<file path="config.mk">
export PLATFORM = sky130hd
export DESIGN_NAME = result_mux_pipe
export DESIGN_NICKNAME = d
export VERILOG_FILES = /design/src/rtl/riscv_mux_pkg.sv /design/src/rtl/result_skid_buf.sv /design/src/rtl/result_mux_pipe.sv
export SDC_FILE = /design/constraint.sdc
export NUM_CORES = 1
export LEC_CHECK = 0
export CAP_MARGIN = 15
export CORE_MARGIN = 2
export CORE_UTILIZATION = 41
export CTS_BUF_LIST = sky130_fd_sc_hd__clkbuf_8
export DETAILED_ROUTE_END_ITERATION = 10
export MAX_ROUTING_LAYER = met4
export PLACE_DENSITY = 0.82
export SLEW_MARGIN = 20
export SYNTH_ARGS = -nofsm -noshare
export SYNTH_HDL_FRONTEND = slang
export SYNTH_HIERARCHICAL = 1
export SYNTH_SLANG_ARGS = --single-unit
</file>
<file path="constraint.sdc">
create_clock -name clk -period 1.5 [get_ports clk]
set_input_delay 0.45 -clock clk [delete_from_list [all_inputs] [get_ports clk]]
set_output_delay 0.45 -clock clk [all_outputs]
set_load 0.02 [all_outputs]
</file>
<file path="src/rtl/riscv_mux_pkg.sv">
// ---------------------------------------------------------------------------
// riscv_mux_pkg
// Constants shared by the datapath select stages.
//   DEFAULT_WIDTH : datapath word width
//   MAX_MUX_IN    : largest supported input count for result_mux_pipe
//   wb_sel_e      : select encodings of the 3-way writeback select
// ---------------------------------------------------------------------------
package riscv_mux_pkg;

    localparam int DEFAULT_WIDTH = 32;
    localparam int MAX_MUX_IN    = 16;

    typedef enum logic [1:0] {
        SEL_ALU = 2'd0,
        SEL_MEM = 2'd1,
        SEL_PC4 = 2'd2
    } wb_sel_e;

endpackage

</file>
<file path="src/rtl/result_skid_buf.sv">
// ---------------------------------------------------------------------------
// result_skid_buf
// Two-entry valid/ready skid buffer: output register O plus skid register S.
// in_ready comes straight from the S valid flop, so out_ready never reaches
// in_ready combinationally.
// Ports:
//   clk, rst               : clock, synchronous active-high reset
//   in_payload/valid/ready : upstream handshake
//   out_payload/valid/ready: downstream handshake (out_payload is O contents)
// ---------------------------------------------------------------------------
module result_skid_buf #(
    parameter int PAYLOAD_W = 33
) (
    input  logic                 clk,
    input  logic                 rst,
    input  logic [PAYLOAD_W-1:0] in_payload,
    input  logic                 in_valid,
    output logic                 in_ready,
    output logic [PAYLOAD_W-1:0] out_payload,
    output logic                 out_valid,
    input  logic                 out_ready
);

    logic                 o_valid_q, o_valid_d;
    logic [PAYLOAD_W-1:0] o_data_q,  o_data_d;
    logic                 s_valid_q, s_valid_d;
    logic [PAYLOAD_W-1:0] s_data_q,  s_data_d;

    logic accept;
    logic o_free;

    assign in_ready    = !s_valid_q;
    assign out_valid   = o_valid_q;
    assign out_payload = o_data_q;

    always_comb begin
        o_valid_d = o_valid_q;
        o_data_d  = o_data_q;
        s_valid_d = s_valid_q;
        s_data_d  = s_data_q;

        accept = in_valid && !s_valid_q;
        // O can take a new word when empty or being emitted this cycle.
        o_free = !o_valid_q || out_ready;

        if (o_free) begin
            if (s_valid_q) begin
                // S always holds the older beat, so it drains first.
                o_valid_d = 1'b1;
                o_data_d  = s_data_q;
                s_valid_d = 1'b0;
            end else if (accept) begin
                o_valid_d = 1'b1;
                o_data_d  = in_payload;
            end else begin
                o_valid_d = 1'b0;
            end
        end else if (accept) begin
            s_valid_d = 1'b1;
            s_data_d  = in_payload;
        end
    end

    always_ff @(posedge clk) begin
        if (rst) begin
            o_valid_q <= 1'b0;
            o_data_q  <= '0;
            s_valid_q <= 1'b0;
            s_data_q  <= '0;
        end else begin
            o_valid_q <= o_valid_d;
            o_data_q  <= o_data_d;
            s_valid_q <= s_valid_d;
            s_data_q  <= s_data_d;
        end
    end

endmodule

</file>
<file path="src/rtl/result_mux_pipe.sv">
// ---------------------------------------------------------------------------
// result_mux_pipe
// Registered NUM_IN:1 result select. The selected word (zero for an
// out-of-range select) is pushed through a two-entry skid buffer.
// Optional feature macro: SEL_ERR_EN -- carries an illegal-select flag with
// each beat (out_sel_err), keeps a sticky flag (err_sticky) and adds a
// simulation assertion on illegal accepts. Undefined: both outputs tied 0.
// Ports:
//   clk, rst             : clock, synchronous active-high reset
//   in_data              : NUM_IN flattened words, input i at [i*WIDTH +: WIDTH]
//   in_sel               : select for the current beat
//   in_valid / in_ready  : upstream handshake (in_ready is a flop output)
//   out_data / out_valid / out_ready : downstream handshake
//   out_sel_err          : current output beat came from an illegal select
//   err_sticky           : an illegal select was accepted since reset
// NUM_IN must lie in 2..MAX_MUX_IN; SEL_W is derived and not overridden.
// ---------------------------------------------------------------------------
module result_mux_pipe
    import riscv_mux_pkg::*;
#(
    parameter int WIDTH  = DEFAULT_WIDTH,
    parameter int NUM_IN = 3,
    parameter int SEL_W  = $clog2(NUM_IN)
) (
    input  logic                    clk,
    input  logic                    rst,
    input  logic [NUM_IN*WIDTH-1:0] in_data,
    input  logic [SEL_W-1:0]        in_sel,
    input  logic                    in_valid,
    output logic                    in_ready,
    output logic [WIDTH-1:0]        out_data,
    output logic                    out_valid,
    input  logic                    out_ready,
    output logic                    out_sel_err,
    output logic                    err_sticky
);

    logic [WIDTH-1:0] sel_word;
`ifdef SEL_ERR_EN
    logic sel_legal;
`endif

    // Only in-range selects match; anything else leaves the word at zero.
    always_comb begin
        sel_word = '0;
`ifdef SEL_ERR_EN
        sel_legal = 1'b0;
`endif
        for (int unsigned i = 0; i < NUM_IN; i++) begin
            if (in_sel == SEL_W'(i)) begin
                sel_word = in_data[i*WIDTH +: WIDTH];
`ifdef SEL_ERR_EN
                sel_legal = 1'b1;
`endif
            end
        end
    end

`ifdef SEL_ERR_EN
    localparam int PAYLOAD_W = WIDTH + 1;

    logic [PAYLOAD_W-1:0] in_payload;
    logic [PAYLOAD_W-1:0] out_payload;
    logic                 accept;
    logic                 err_sticky_q, err_sticky_d;

    assign in_payload  = {!sel_legal, sel_word};
    assign out_data    = out_payload[WIDTH-1:0];
    assign out_sel_err = out_payload[WIDTH];
    assign accept      = in_valid && in_ready;
    assign err_sticky  = err_sticky_q;

    always_comb begin
        err_sticky_d = err_sticky_q;
        if (accept && !sel_legal) begin
            err_sticky_d = 1'b1;
        end
    end

    always_ff @(posedge clk) begin
        if (rst) begin
            err_sticky_q <= 1'b0;
        end else begin
            err_sticky_q <= err_sticky_d;
        end
    end

`ifndef SYNTHESIS
    a_legal_sel: assert property (@(posedge clk) disable iff (rst) accept |-> sel_legal);
`endif

`else
    localparam int PAYLOAD_W = WIDTH;

    logic [PAYLOAD_W-1:0] in_payload;
    logic [PAYLOAD_W-1:0] out_payload;

    assign in_payload  = sel_word;
    assign out_data    = out_payload;
    assign out_sel_err = 1'b0;
    assign err_sticky  = 1'b0;
`endif

    result_skid_buf #(
        .PAYLOAD_W (PAYLOAD_W)
    ) u_skid (
        .clk         (clk),
        .rst         (rst),
        .in_payload  (in_payload),
        .in_valid    (in_valid),
        .in_ready    (in_ready),
        .out_payload (out_payload),
        .out_valid   (out_valid),
        .out_ready   (out_ready)
    );

endmodule

</file>
==> flow_summary.json <==
{
  "synth.avg_cell_area_um2": 9.58,
  "seq_area_frac_synth_pct": 36.5,
  "setup_viol": 0,
  "peakVddDrop_uv": 735,
  "hpwl_mm": 7.33,
  "end_kind": "flop",
  "final-seq-area_um2": 1320,
  "layout_min_cycle_time_ns": 1.47,
  "yosysMostFrequentCell": "dfxtp_1",
  "max_stage_delay_ns": 0.44,
  "grt_usage_pct": 22.5,
  "io_buffers": 135,
  "yosysTopAreaCell": "dfxtp_1",
  "fillers": 712,
  "slew_viol_final": 0,
  "syn_area_um2": 3620,
  "synthSimpleGateAreaFrac_pct": 8.43,
  "nets": 618,
  "dpl_cell_area_um2": 5160,
  "reg2reg_from": "u_skid/s_valid_q",
  "die_y_um": 98.0,
  "cp_cell_sequence": "clkdlybuf4s50_1 -> or2_4 -> and2_4 -> a211oi_1",
  "critPathSlowestCell": "clkdlybuf4s50_1",
  "crit_family": "simple AND/OR/NAND/NOR gates",
  "fin_ws_ns": 0.0297,
  "pre_cts_ws_ns": -0.517,
  "post_drt_wl_per_cell_um": 16.7,
  "cp_max_fo": 16,
  "multi_input_area_um2": 2050,
  "cts_tree": "yes",
  "clock_path_buffers": 2,
  "cp_num_buf_inv": 1,
  "r2r_end": "u_skid/s_data_q[4]",
  "holdPathEnd": "u_skid/s_data_q[28]",
  "vias": 3345,
  "reg2reg_depth": 6,
  "ant_nets": 0,
  "rsz0062_at_grt": "true",
  "maxCapViolCount": 0,
  "numCtsBuffers": 9,
  "cts.sinks": 66,
  "async_flop_share_pct": 0,
  "ys_seq_elements": 66,
  "fin_area_um2": 5420,
  "grt_pass1_vias": 3459,
  "crit_type": "input pin to flop",
  "clkSlewWorstSetupHoldPaths_ns": 0.07,
  "dr.first_iter.drc_count": 184,
  "gr-total-overflow": 0,
  "fin_crit_sh_pct": 98.0,
  "die_area_um2": 9600,
  "status": "finished, final reports clean",
  "crit_required_ns": 1.75,
  "synth_compound_area_share_pct": 29.2,
  "synth-adder-area-share_pct": 0,
  "cellPowerDensity_nw_per_um2": 880,
  "worst_skew_pair.late_latency_ns": 0.34,
  "grt_max_degree": 31,
  "leakage_nw": 1.98,
  "synth-edff-count": 0,
  "crit_arrival_ns": 1.72,
  "htreeDepth": 3,
  "synthTopCellsByCount": "dfxtp_1, a21oi_1, mux2i_1, nand2_1, a211oi_2",
  "hold_viol": 0,
  "area_growth_pct": 49.6,
  "synth_cell_types": 23,
  "whs_path_depth": 2,
  "wirelength_mm": 10.5,
  "synth_area_leaders": "dfxtp_1, mux2i_1, a211oi_2",
  "fmax_mhz": 680,
  "synthMuxAreaShare_pct": 17.7,
  "power.total_w": 0.00477,
  "synth_top_area_share_pct": 36.5,
  "min_from": "u_skid/s_data_q[28]",
  "hold_path_class": "flop to flop",
  "synth-main-ff-cell": "dfxtp_1",
  "rows": 34,
  "start_kind": "input pin",
  "gp_congestion": 0.778,
  "yosysWarningCount": 6,
  "grt_pass1_wl_mm": 16.9,
  "io_pins": 138,
  "die_w_um": 98.0,
  "clock-root-buffer": "clkbuf_8",
  "antenna_found_initial": 0,
  "drt_drc_violations_left": 0,
  "synth-xor-area-share_pct": 0,
  "synth_top_family_by_area": "compound AO/OA/AOI/OAI gates",
  "drt_first_pass_iters": 4,
  "diodes": 0,
  "synth_cells": 378,
  "regToRegSetupSlack_ns": 0.07,
  "clock_skew_ns": 0.00441,
  "initial_core_util_pct": 41.9,
  "coreArea_um2": 8640,
  "viasPerCell": 5.32,
  "drive_gt1_share_pct": 21.9
}
## worst reg2reg max path, stage by stage (launching register included)
cell and delay (ns):
dfxtp_2 0.32, buf_4 0.16, buf_12 0.18, nand4bb_2 0.29
buf_4 0.22, nand2_1 0.08, a21oi_1 0.06
## cells by family (layout without fill, tap and decap cells)
| group | after synthesis | in the layout |
|---|---|---|
| other cells | 1 | 2 |
| mux | 64 | 64 |
| compound gates | 129 | 129 |
| buf+inv | 46 | 187 |
| simple gates | 72 | 73 |
| flops | 66 | 66 |
## final cells by class
cell class / instances / share of cell area, %
Sequential cell: 66 / 24.4
Timing Repair Buffer: 170 / 30.9
Clock inverter: 6 / 1.66
Clock buffer: 10 / 2.54
Tap cell: 108 / 2.50
Inverter: 1 / 0.0693
Multi-Input combinational cell: 268 / 37.9
## where the power goes
| group | total [W] | switching [W] | leakage [nW] | internal [W] |
|---|---|---|---|---|
| logic | 0.00117 | 0.000565 | 1.32 | 0.000610 |
| registers | 0.00190 | 0.0000562 | 0.541 | 0.00185 |
| clock network | 0.00169 | 0.000707 | 0.112 | 0.000983 |
| total | 0.00477 | 0.00133 | 1.98 | 0.00344 |
## state kept, by name, summed over array words and instances, names as in the netlist
| name | cells |
|---|---|
| u_skid/out_payload | 32 |
| u_skid/s_data_q | 32 |
| u_skid/out_valid | 1 |
| u_skid/s_valid_q | 1 |
## placed cells by master (no fill, tap or decap), types with 11 or more instances in the layout
master / instances
a211oi_2: 30
a21oi_1: 65
buf_4: 23
clkbuf_2: 11
clkdlybuf4s15_1: 19
clkdlybuf4s50_1: 97
dfxtp_1: 65
mux2i_1: 64
nand2_1: 64
o2bb2ai_1: 22
## how the worst max path moves through the flow
stage / from / to / slack, ns / cells after the start
floorplan: in_sel[1] / u_skid/out_payload[10] / 0.07 / 7
global placement: out_ready / u_skid/out_payload[21] / -0.42 / 4
detailed placement: out_ready / u_skid/out_payload[21] / -0.52 / 4
CTS: u_skid/out_payload[20] / out_data[20] / 0.00004 / 1
global route: in_valid / u_skid/s_data_q[4] / -0.02 / 6
finish: in_valid / u_skid/out_payload[21] / 0.03 / 4
## layer usage
metal / part of all wire (%) / vias up / track usage (%)
met5: 0 / - / -
met4: 1.1 / 0 / 5.45
met3: 6.4 / 9 / 4.65
met2: 52 / 112 / 40.3
met1: 41 / 1586 / 25.7
li1: - / 1638 / -
## what timing repair did
action                                  4_1_cts  5_1_grt
setup buffers                                 0        1
resized for setup                            55       34
pin swaps                                     2        1
gates cloned                                  1        1
endpoints found under the setup margin       75       88
hold endpoints to repair                      0        0
hold buffers                                  0        0
## per-stage QoR
stage	utilization [%]	setup TNS [ns]	hold slack, ns	std cells
2_1_floorplan	-	0	0.436	379
3_3_place_gp	59.8	-23.45	0.440	610
3_5_place_dp	59.8	-26.47	0.447	610
4_1_cts	62.5	0	0.458	627
5_1_grt	62.7	-0.0499	0.472	629
6_report	62.7	0	0.456	629
(Power assumes the default switching activity.)
